### src/rtl/idc_pkg.sv
// Shared types and defaults for the round-robin ID-checker scheduler.
package idc_pkg;

  typedef enum logic [1:0] {
    IDLE   = 2'd0,
    STREAM = 2'd1,
    WAIT   = 2'd2,
    RESP   = 2'd3
  } sched_state_t;

  typedef enum logic [1:0] {
    ERR_OK       = 2'd0,
    ERR_GAP      = 2'd1,
    ERR_CHK_TO   = 2'd2,
    ERR_START_TO = 2'd3
  } sched_err_t;

  localparam int ID_LEN_DEF = 10;
  localparam int SYM_W_DEF  = 6;

  function automatic logic [15:0] sat_inc16(input logic [15:0] v);
    return (v == 16'hFFFF) ? v : v + 16'd1;
  endfunction

endpackage

### src/rtl/idc_rr_sched_rr_arbiter.sv
// Combinational round-robin picker: first requester strictly after `last`, wrapping.
module rr_arbiter
  import idc_pkg::*;
#(
  parameter int N = 4,
  localparam int IW = (N > 1) ? $clog2(N) : 1
) (
  input  logic [N-1:0]  req,
  input  logic [IW-1:0] last,
  output logic [N-1:0]  gnt,
  output logic [IW-1:0] idx
);

  logic          found_s;
  logic [IW-1:0] cand_s;

  // Scan from last+1 around to last itself; lowest distance wins.
  always_comb begin
    gnt     = {N{1'b0}};
    idx     = {IW{1'b0}};
    found_s = 1'b0;
    cand_s  = {IW{1'b0}};
    for (int i = 1; i <= N; i++) begin
      cand_s = IW'((int'(last) + i) % N);
      if (!found_s && req[cand_s]) begin
        found_s     = 1'b1;
        gnt[cand_s] = 1'b1;
        idx         = cand_s;
      end else begin
        found_s = found_s;
      end
    end
  end

endmodule

### src/rtl/idc_rr_sched.sv
// Shares one serial ID checker among NUM_REQ requesters: round-robin grant, packet forward,
// verdict wait, tagged response, gap/timeout aborts and saturating legal/illegal tallies.
module idc_rr_sched
  import idc_pkg::*;
#(
  parameter int NUM_REQ = 4,
  parameter int ID_LEN  = ID_LEN_DEF,
  parameter int SYM_W   = SYM_W_DEF,
  parameter int TIMEOUT = 32,
  localparam int IDX_W  = $clog2(NUM_REQ),
  localparam int TW     = $clog2(TIMEOUT + 1),
  localparam int CW     = $clog2(ID_LEN + 1)
) (
  input  logic                     clk,
  input  logic                     rst,
  input  logic [NUM_REQ-1:0]       req,
  input  logic [NUM_REQ-1:0]       sym_valid,
  input  logic [NUM_REQ*SYM_W-1:0] sym,
  output logic [NUM_REQ-1:0]       grant,
  output logic                     chk_in_valid,
  output logic [SYM_W-1:0]         chk_in_id,
  input  logic                     chk_out_valid,
  input  logic                     chk_out_legal,
  output logic                     resp_valid,
  output logic [IDX_W-1:0]         resp_src,
  output logic                     resp_legal,
  output logic [1:0]               resp_err,
  output logic                     busy,
  output logic [15:0]              legal_cnt,
  output logic [15:0]              illegal_cnt
);

  sched_state_t         state_r, state_s;
  sched_err_t           resp_err_r, resp_err_s;
  logic [NUM_REQ-1:0]   grant_r, grant_s, arb_gnt_s;
  logic [IDX_W-1:0]     win_r, win_s, ptr_r, ptr_s, arb_idx_s, resp_src_r, resp_src_s;
  logic [TW-1:0]        timer_r, timer_s;
  logic [CW-1:0]        sc_r, sc_s;
  logic                 chk_in_valid_r, chk_in_valid_s, resp_valid_r, resp_valid_s;
  logic                 resp_legal_r, resp_legal_s, sel_valid_s, resp_ok_s;
  logic [SYM_W-1:0]     chk_in_id_r, chk_in_id_s, sel_sym_s;
  logic [15:0]          legal_cnt_r, legal_cnt_s, illegal_cnt_r, illegal_cnt_s;

  rr_arbiter #(.N(NUM_REQ)) u_arb (
    .req  (req),
    .last (ptr_r),
    .gnt  (arb_gnt_s),
    .idx  (arb_idx_s)
  );

  // Mux out the granted requester's symbol lane.
  always_comb begin
    sel_sym_s = {SYM_W{1'b0}};
    for (int i = 0; i < NUM_REQ; i++) begin
      sel_sym_s = sel_sym_s | (sym[i*SYM_W +: SYM_W] & {SYM_W{win_r == IDX_W'(i)}});
    end
    sel_valid_s = sym_valid[win_r] & grant_r[win_r];
  end

  // Next-state and next-output logic; every abort path loads the response fields directly.
  always_comb begin
    state_s        = state_r;
    grant_s        = grant_r;
    win_s          = win_r;
    ptr_s          = ptr_r;
    timer_s        = timer_r;
    sc_s           = sc_r;
    chk_in_valid_s = 1'b0;
    chk_in_id_s    = chk_in_id_r;
    resp_valid_s   = 1'b0;
    resp_src_s     = resp_src_r;
    resp_legal_s   = resp_legal_r;
    resp_err_s     = resp_err_r;
    legal_cnt_s    = legal_cnt_r;
    illegal_cnt_s  = illegal_cnt_r;
    resp_ok_s      = (resp_err_r == ERR_OK);
    case (state_r)
      IDLE: begin
        if (|req) begin
          grant_s = arb_gnt_s;
          win_s   = arb_idx_s;
          timer_s = {TW{1'b0}};
          sc_s    = {CW{1'b0}};
          state_s = STREAM;
        end else begin
          state_s = IDLE;
        end
      end
      STREAM: begin
        if (sel_valid_s) begin
          chk_in_valid_s = 1'b1;
          chk_in_id_s    = sel_sym_s;
          if (sc_r == CW'(ID_LEN - 1)) begin
            grant_s = {NUM_REQ{1'b0}};
            timer_s = {TW{1'b0}};
            state_s = WAIT;
          end else begin
            sc_s = sc_r + CW'(1);
          end
        end else if (sc_r != {CW{1'b0}}) begin
          grant_s      = {NUM_REQ{1'b0}};
          resp_valid_s = 1'b1;
          resp_src_s   = win_r;
          resp_legal_s = 1'b0;
          resp_err_s   = ERR_GAP;
          state_s      = RESP;
        end else if (timer_r == TW'(TIMEOUT - 1)) begin
          grant_s      = {NUM_REQ{1'b0}};
          resp_valid_s = 1'b1;
          resp_src_s   = win_r;
          resp_legal_s = 1'b0;
          resp_err_s   = ERR_START_TO;
          state_s      = RESP;
        end else begin
          timer_s = timer_r + TW'(1);
        end
      end
      WAIT: begin
        if (chk_out_valid) begin
          resp_valid_s = 1'b1;
          resp_src_s   = win_r;
          resp_legal_s = chk_out_legal;
          resp_err_s   = ERR_OK;
          state_s      = RESP;
        end else if (timer_r == TW'(TIMEOUT - 1)) begin
          resp_valid_s = 1'b1;
          resp_src_s   = win_r;
          resp_legal_s = 1'b0;
          resp_err_s   = ERR_CHK_TO;
          state_s      = RESP;
        end else begin
          timer_s = timer_r + TW'(1);
        end
      end
      RESP: begin
        ptr_s         = win_r;
        legal_cnt_s   = (resp_ok_s && resp_legal_r)  ? sat_inc16(legal_cnt_r)   : legal_cnt_r;
        illegal_cnt_s = (resp_ok_s && !resp_legal_r) ? sat_inc16(illegal_cnt_r) : illegal_cnt_r;
        state_s       = IDLE;
      end
      default: begin
        grant_s = {NUM_REQ{1'b0}};
        state_s = IDLE;
      end
    endcase
  end

  // State and output registers.
  always_ff @(posedge clk or posedge rst) begin
    if (rst) begin
      state_r        <= IDLE;
      grant_r        <= {NUM_REQ{1'b0}};
      win_r          <= {IDX_W{1'b0}};
      ptr_r          <= IDX_W'(NUM_REQ - 1);
      timer_r        <= {TW{1'b0}};
      sc_r           <= {CW{1'b0}};
      chk_in_valid_r <= 1'b0;
      chk_in_id_r    <= {SYM_W{1'b0}};
      resp_valid_r   <= 1'b0;
      resp_src_r     <= {IDX_W{1'b0}};
      resp_legal_r   <= 1'b0;
      resp_err_r     <= ERR_OK;
      legal_cnt_r    <= 16'd0;
      illegal_cnt_r  <= 16'd0;
    end else begin
      state_r        <= state_s;
      grant_r        <= grant_s;
      win_r          <= win_s;
      ptr_r          <= ptr_s;
      timer_r        <= timer_s;
      sc_r           <= sc_s;
      chk_in_valid_r <= chk_in_valid_s;
      chk_in_id_r    <= chk_in_id_s;
      resp_valid_r   <= resp_valid_s;
      resp_src_r     <= resp_src_s;
      resp_legal_r   <= resp_legal_s;
      resp_err_r     <= resp_err_s;
      legal_cnt_r    <= legal_cnt_s;
      illegal_cnt_r  <= illegal_cnt_s;
    end
  end

  assign grant        = grant_r;
  assign chk_in_valid = chk_in_valid_r;
  assign chk_in_id    = chk_in_id_r;
  assign resp_valid   = resp_valid_r;
  assign resp_src     = resp_src_r;
  assign resp_legal   = resp_legal_r;
  assign resp_err     = resp_err_r;
  assign busy         = (state_r != IDLE);
  assign legal_cnt    = legal_cnt_r;
  assign illegal_cnt  = illegal_cnt_r;

endmodule

### config.mk
export PLATFORM = sky130hd
export DESIGN_NAME = idc_rr_sched
export DESIGN_NICKNAME = d
export VERILOG_FILES = /design/src/rtl/idc_pkg.sv /design/src/rtl/idc_rr_sched_rr_arbiter.sv /design/src/rtl/idc_rr_sched.sv
export SDC_FILE = /design/constraint.sdc
export NUM_CORES = 1
export LEC_CHECK = 0
export BUFFER_PORTS_ARGS = -buffer_cell sky130_fd_sc_hd__buf_2
export CORE_ASPECT_RATIO = 1.1
export CORE_UTILIZATION = 45
export DETAILED_ROUTE_END_ITERATION = 12
export PLACE_DENSITY = 0.68
export SYNTH_ARGS = -nofsm -noshare
export SYNTH_HDL_FRONTEND = slang
export SYNTH_HIERARCHICAL = 1
export SYNTH_SLANG_ARGS = --single-unit
### constraint.sdc
create_clock -name clk -period 5.1 [get_ports clk]
set_input_delay 1.02 -clock clk [delete_from_list [all_inputs] [get_ports clk]]
set_output_delay 1.02 -clock clk [all_outputs]
set_load 0.02 [all_outputs]
==> metrics.md, run 1 <==
| Metric | Value |
|---|---|
| Outcome | finished, final reports clean |
| Number of nets with antenna violations after routing | 0 |
| Max-slew violation count | 0 |
| Static Leak | 2.28 nW |
| PwrDens | about 480 nW/um^2 |
| FP Rows | 35 |
| Total number of vias | 3,305 |
| Clk network pwr share | roughly a quarter |
| Non-filler instance count after layout | a little under 600 |
| Setup fix buffers added after clock tree synthesis | 0 |
| Post-Synth Adder-Cell Area | 5.99% |
| Initial core utilization | a little under half |
| Async set or reset register ratio after synthesis | 100% |
| Internal power | 1.37 mW |
| Count of pins on the block boundary | between 80 and 90 |
| Worst voltage drop across the vdd grid | about 0.28 mV |
| Clock latency on the worst-skew pair | roughly 0.35 ns |
| Net Sw Frac | between 30% and 40% |
| Cell count after synthesis | around 390 |
| CTS tree | done |
| Final Cycle Share | a little over half |
| Gates resized, CTS repair | 0 |
| Yosys warning count | 6 |
| Pin count of the biggest net entering global routing | between 60 and 70 |
| Top area cells in the synthesized netlist | dfrtp_1 (40%), ha_1 (6.0%), nand2_1 (5.4%), xnor2_1 (5.3%), mux4_1 (4.0%) |
| Number of diodes added for antenna fixing | 0 |
| Most area-hungry cell type in the Yosys netlist | dfrtp_1 |
| Gp weighted congestion | slightly below 0.8 |
| Final critical-path required period | ~2.7 ns |
| Worst min-delay path class | reg -> reg |
| Worst clock skew | slightly below 0.008 ns |
| Filler cells | 760 |
| Netlist cell types | 70 |
| Mapped Nets | 446 |
| Leftover overflow at the end of global routing | 0 |
| Final Hold Violating Endpoints | 0 |
| Area inside the core boundary | about 8500 um^2 |
| Type of element capturing the critical path | register |
| Number of flip-flops and latches in the synthesized netlist | between 60 and 70 |
| Die Area | a little over 9000 um^2 |
| Worst EP arrival | 2.96 ns |
| Aggregate routed wire length | 8.76 mm |
| Buffers from clock root to sink, at most | 2 |
| Vias in the first global route | between 3,000 and 4,000 |
| Seq/Total Area, Yosys | about two fifths |
| Average wire per standard cell | around 15 um |
| DRC violation total after the first TritonRoute iteration | 160 |
| Maximum clock frequency | about 370 MHz |
| Sequential Power Share | 32.3% |
| Number of enable flip-flop cells after synthesis | 0 |
| Instance area at placement | 4490 um^2 |
| Dominant register cell in the synthesized netlist | dfrtp_1 |
| Wire length of the first global-routing pass | about 14 mm |
| Switching pwr | between 800 and 900 uW |
| Clock root buffer | clkbuf_8 |
| Relative slew slack | a little under two fifths |
| RSZ-0062 raised after global routing | no |
| DR pass1 iterations | 4 |
| Net total in the final layout | ~540 |
| Number of antenna violations at the first check in global routing | 0 |
| Clk pin slew, worst setup/hold paths | ~0.07 ns |
| Fraction of layout cells with a size suffix above 1 | 27.8% |
| Post-synth top area share | 39.7% |
| Via-per-instance ratio | 5.55 |
| Least-Margin Pin Slew | approximately 0.9 ns |
| Number of buffers created by CTS | 9 |
| Syn Area/Cell | around 10 um^2 |
| Largest family of logic cells by synthesized area | simple AND/OR/NAND/NOR gates |
| CTS Hold Bufs | 0 |
| Total half-perimeter wirelength after legalization and detailed placement | 6.37 mm |
| Relative contribution of combinational cells to total power | between 40% and 50% |
| Mux cell area share after synthesis | under 10% |
| Post-synthesis share of cell area spent on and, or, nand and nor gates | roughly a fifth |
| Post-place setup slack | approximately 2 ns |
| Compound-gate portion of the synthesized area | between 10% and 20% |
| Total negative setup slack | 0 ns |
| Synthesized-area fraction occupied by xor and xnor cells | under 10% |
| Maximum fanout along the worst path | 9 |
| Number of cells in the design after placement | between 500 and 600 |
| Finished layout cell area | 4730 um^2 |
| H-tree lvl count | 3 |
| Die boundary width | ~92 um |
| Port-buffer cells | 85 |
| Final count of negative-setup-slack endpoints | 0 |
| Number of maximum-capacitance violations | 0 |
| Critical path class | in -> reg |
| Worst setup slack after layout | 2.36 ns |
| Clock Sink Count | 65 |
| Die H | about 100 um |
| Summed instance area of the synthesized netlist | 3970 um^2 |
| Setup crit start kind | input pin |
| Area growth from synthesis to final layout | 19.3% |
| Required time of the worst setup path | between 5 and 6 ns |
| Final Hold Slack | 0.472 ns |
| Post-detailed-route DRC marker count | 0 |
| Global router's overall resource usage | 19.9% |
## synthesized netlist by cell type, types with 5 or more instances
master and n:
xor2_1 6, inv_1 21, o21ai_0 15, nand3_1 12
nand2_1 57, nand4_1 9, nor2_1 24, xnor2_1 24
ha_1 19, o21ai_1 5, a21oi_1 10, nor2b_1 6
nor3_1 7, a2bb2oi_1 6, mux2_2 10, mux4_1 6
dfrtp_1 63
## logic make-up (layout without fill, tap and decap cells)
family / after synthesis / count (layout)
multiplexers: 20 / 20
buffers and inverters: 32 / 126
flip-flops: 65 / 65
AO/OA/AOI/OAI: 75 / 75
XOR/XNOR: 30 / 30
adder cells (fa/ha/maj): 19 / 19
AND/OR/NAND/NOR: 150 / 150
## final cells by class
type	count	area (um^2)	share of cell area (%)
multi-input combinational	294	2190	46.3
clock buffer	11	141	2.99
sequential	65	1630	34.4
timing repair buffer	88	448	9.46
inverter	22	82.6	1.74
tap	111	139	2.93
clock inverter	5	103	2.17
## worst max-delay path, stage by stage
cell	delay [ns]
buf_2	0.15
o41ai_1	0.86
o21ai_0	0.24
o211ai_1	0.36
nor4b_1	0.15
o2bb2ai_1	0.17
## per-stage QoR
step / util [%] / power (mW)
after detailed placement: 53.1 / 1.72
final: 56.0 / 2.26
after floorplan: - / 1.48
after global routing: 56.0 / 2.41
after CTS: 56.0 / 2.27
after global placement: 53.1 / 1.70
## power by group through the flow
stage	clock network, mW	logic (mW)	registers [mW]
CTS	0.556	0.986	0.728
global placement	0	0.967	0.733
finish	0.543	0.985	0.729
detailed placement	0	0.980	0.737
global route	0.573	1.09	0.747
floorplan	0	0.740	0.741
## worst paths after layout
path | startpoint | to | slack [ns] | cells past startpoint
hold / removal | chk_in_id[1] | chk_in_id[1] | 0.47 | 2
hold reg to reg | chk_in_id[1] | chk_in_id[1] | 0.47 | 2
min in group asynchronous | rst | legal_cnt[12] | 0.91 | 3
setup / recovery | req[1] | timer_r[1] | 2.36 | 6
max in group asynchronous | rst | grant[3] | 3.68 | 3
setup reg to reg | ptr_r[0] | grant[2] | 2.36 | 8
## cell usage in the layout, fill, tap and decap left out, types with 3 or more instances in the layout
| cell type | n |
|---|---|
| a21oi_1 | 10 |
| a221o_1 | 4 |
| a2bb2oi_1 | 6 |
| and3_1 | 3 |
| and4_1 | 4 |
| buf_2 | 85 |
| buf_4 | 3 |
| bufinv_16 | 3 |
| clkbuf_8 | 10 |
| dfrtp_1 | 63 |
| ha_1 | 19 |
| inv_1 | 20 |
| mux2_2 | 10 |
| mux4_1 | 6 |
| nand2_1 | 57 |
| nand3_1 | 12 |
| nand4_1 | 9 |
| nor2_1 | 24 |
| nor2b_1 | 6 |
| nor3_1 | 7 |
| nor4_1 | 3 |
| o211ai_1 | 4 |
| o21ai_0 | 15 |
| o21ai_1 | 5 |
| o2bb2ai_1 | 3 |
| o31ai_1 | 4 |
| xnor2_1 | 24 |
| xor2_1 | 6 |
## registers in the layout (all words and copies together), names as in the netlist, 2 cells and up
signal	count
chk_in_id	6
grant	4
illegal_cnt	16
legal_cnt	16
ptr_r	2
resp_err	2
resp_src	2
sc_r	4
state_r	2
timer_r	6
win_r	2
## routing by layer
| layer | track usage, % | part of all wire [%] | vias to the layer above |
|---|---|---|---|
| met3 | 4.37 | 4.5 | 14 |
| met2 | 32.7 | 49 | 97 |
| li1 | - | - | 1600 |
| met4 | 8.18 | 1.9 | 0 |
| met1 | 25.6 | 45 | 1594 |
| met5 | 0 | 0 | - |
Note: power is estimated with default switching activity, not from simulation.
==> inputs of run 2 (changes only) <==
--- a/config.mk
+++ b/config.mk
@@ -9,7 +9,7 @@
 export CORE_ASPECT_RATIO = 1.1
 export CORE_UTILIZATION = 45
 export DETAILED_ROUTE_END_ITERATION = 12
-export PLACE_DENSITY = 0.68
+export PLACE_DENSITY = 0.71
 export SYNTH_ARGS = -nofsm -noshare
 export SYNTH_HDL_FRONTEND = slang
 export SYNTH_HIERARCHICAL = 1
==> constraint.sdc (replaced) <==
create_clock -name clk -period 2.2 [get_ports clk]
set_input_delay 0.44 -clock clk [delete_from_list [all_inputs] [get_ports clk]]
set_output_delay 0.44 -clock clk [all_outputs]
set_load 0.02 [all_outputs]
==> run 2 against run 1 <==
Net effect: the run now ends with negative setup slack left; combinational power rose to 3.0 times the previous value; cell count rose by 7.6%; critical path depth rose by 2; first-iteration DRC count rose by 14%; flip-flop and latch count did not move; sequential power rose by 120%; clock power rose by 110%; register-to-register slack got worse by 2.4 ns; die area did not move; largest cell class unchanged; worst setup slack got worse by 2.4 ns; wire length rose by 6.5%; non-clock buffer count rose by 45.
==> metrics.md, run 2 (synthesis results as in run 1) <==
| Metric | Value |
|---|---|
| Die H | 100 um (unchanged) |
| Clock root buffer | clkbuf_8 |
| Gp weighted congestion | 0.840 (+6.8%) |
| Wire length of the first global-routing pass | 15.8 mm (+8.8%) |
| Worst setup slack after layout | -0.00798 ns (-2.37 ns) |
| Most frequent cells in the layout | buf_2 (85), dfrtp_1 (62), nand2_1 (57) |
| Clk pin slew, worst setup/hold paths | 0.08 ns (about the same) |
| Cell breakdown of the critical path | inv_4 > ha_4 > mux4_2 > nand2_1 > o21ai_1 > a221o_1 > nor2b_1 > mux2_2 |
| Final critical-path required period | about 2.2 ns |
| Maximum clock frequency | about 450 MHz |
| Max-slew violation count | 0 (unchanged) |
| Fraction of the core area covered by cells at the end of the flow | 60.5% (+4.5 points) |
| DR pass1 iterations | 4 (unchanged) |
| Post-detailed-route DRC marker count | 0 (unchanged) |
| Final Cycle Share | 100% |
| Most common cell after layout, fill and taps aside | buf_2 |
| Net total in the final layout | 580 (+8.4%) |
| Required time of the worst setup path | 2.42 ns (-2.90 ns) |
| Reg2reg end | grant[0] |
| Worst EP arrival | 2.43 ns (-0.53 ns) |
| Reg2reg path depth | 8 (unchanged) |
| Pin count of the biggest net entering global routing | 28 (-58%) |
| Aggregate routed wire length | 9.33 mm (+6.5%) |
| Filler cells | 728 (-4.2%) |
| H-tree lvl count | 3 (unchanged) |
| Total number of vias | 3,487 (+5.5%) |
| Via-per-instance ratio | 5.44 (-1.9%) |
| Worst min-delay path class | in -> async |
| Leftover overflow at the end of global routing | 0 (unchanged) |
| DRC violation total after the first TritonRoute iteration | 183 (+14%) |
| Worst voltage drop across the vdd grid | 0.877 mV (+210%) |
| Cell with the largest stage delay on the worst path | dfstp_2 |
| Static Leak | 2.51 nW (+10%) |
| FP Rows | 35 (unchanged) |
| Relative slew slack | 61.8% (+24 points) |
| Final Hold Slack | 0.146 ns (-0.326 ns) |
| Maximum fanout along the worst path | 6 (-3) |
| Count of pins on the block boundary | 86 (unchanged) |
| Clock latency on the worst-skew pair | 0.34 ns (about the same) |
| Die Area | 9200 um^2 (unchanged) |
| Final Hold Violating Endpoints | 0 (unchanged) |
| Number of antenna violations at the first check in global routing | 0 (unchanged) |
| Area inside the core boundary | 8450 um^2 (unchanged) |
| Least-Margin Pin Slew | 0.573 ns (-0.344 ns) |
| Worst clock skew | 0.0116 ns (+0.00380 ns) |
| Port-buffer cells | 85 (unchanged) |
| Delay contributed by the slowest stage of the critical path | 0.63 ns (-0.23 ns) |
| Startpoint of the worst-slack reg-to-reg timing path | ptr_r[0] |
| Die boundary width | 91.5 um (unchanged) |
| Final count of negative-setup-slack endpoints | 1 (+1) |
| RSZ-0062 raised after global routing | yes |
| Violated checks | negative setup slack |
| Type of element capturing the critical path | register |
| Setup crit start kind | register |
| Number of nets with antenna violations after routing | 0 (unchanged) |
| Total half-perimeter wirelength after legalization and detailed placement | 7.09 mm (+11%) |
| Vias in the first global route | 3,412 (+10%) |
| Buffers from clock root to sink, at most | 2 (unchanged) |
| Critical path class | reg -> reg |
| Number of buffers created by CTS | 9 (unchanged) |
| Initial core utilization | 47.0% (unchanged) |
| Outcome | finished, violations left |
| Number of maximum-capacitance violations | 0 (unchanged) |
| CTS Hold Bufs | 0 (unchanged) |
| Average wire per standard cell | 14.6 um (-0.99%) |
| Setup slack, reg-to-reg | -0.008 ns (-2.37 ns) |
| Fraction of layout cells with a size suffix above 1 | 35.7% (+7.8 points) |
| Family with the most delay on the worst path | flip-flops |
| Area growth from synthesis to final layout | 28.8% |
| PwrDens | 1110 nW/um^2 (+130%) |
| Clock Sink Count | 65 (unchanged) |
| Number of diodes added for antenna fixing | 0 (unchanged) |
| CTS tree | done |
| Crit path buf inv count | 1 (unchanged) |
| Global router's overall resource usage | 21.4% (+1.5 points) |
| Total power | 5.68 mW (+150%) |
-- run 2: cell types whose count changed in the layout (fill, tap and decap cells not counted), moves of 2 or more --
cell / change
inv_2: +2
inv_1: -3
ha_1: -2
buf_4: +44
-- run 2: final cells by class --
class	instances	area, um^2	share of cell area (%)
Multi-Input combinational cell	294	2230	43.6
Sequential cell	65	1630	31.9
Timing Repair Buffer	133	798	15.6
Tap cell	111	139	2.72
Clock buffer	10	138	2.69
Clock inverter	6	90.1	1.76
Inverter	22	85.1	1.66
-- run 2: worst max-delay path by stage --
stage | from | end | slack, ns | cells past startpoint
after floorplan | ptr_r[0] | grant[0] | -0.13 | 9
after global placement | sym_valid[2] | grant[2] | 0.006 | 6
after detailed placement | ptr_r[0] | grant[0] | -0.008 | 8
after CTS | ptr_r[0] | grant[0] | -0.005 | 8
after global routing | ptr_r[0] | grant[2] | -0.06 | 8
final | ptr_r[0] | grant[0] | -0.008 | 8
-- run 2: through the flow --
step	cell area, um^2	cells	setup TNS (ns)	setup slack, ns
3_5_place_dp	4830	622	-0.00801	-0.00801
3_3_place_gp	4830	622	0	0.00594
6_report	5110	641	-0.00798	-0.00798
4_1_cts	5070	639	-0.00509	-0.00509
2_1_floorplan	3980	391	-0.513	-0.128
5_1_grt	5110	641	-0.272	-0.0630
-- run 2: what timing repair did --
action                                  in CTS  in global routing
buffers inserted                             1                  2
endpoints found under the setup margin       1                 10
pin swaps                                    0                  2
resized for setup                            0                  9
-- run 2: where the power goes --
| part | total [mW] | internal (mW) | switching, mW |
|---|---|---|---|
| combinational | 2.94 | 1.42 | 1.52 |
| sequential | 1.59 | 1.40 | 0.183 |
| clock | 1.15 | 0.673 | 0.478 |
-- run 2: routing by layer --
| layer | global-route usage [%] | share of wire, % |
|---|---|---|
| met2 | 36.4 | 51 |
| met1 | 26.4 | 43 |
| met4 | 9.52 | 2.1 |
| met5 | 0 | 0 |
| met3 | 4.52 | 4.1 |
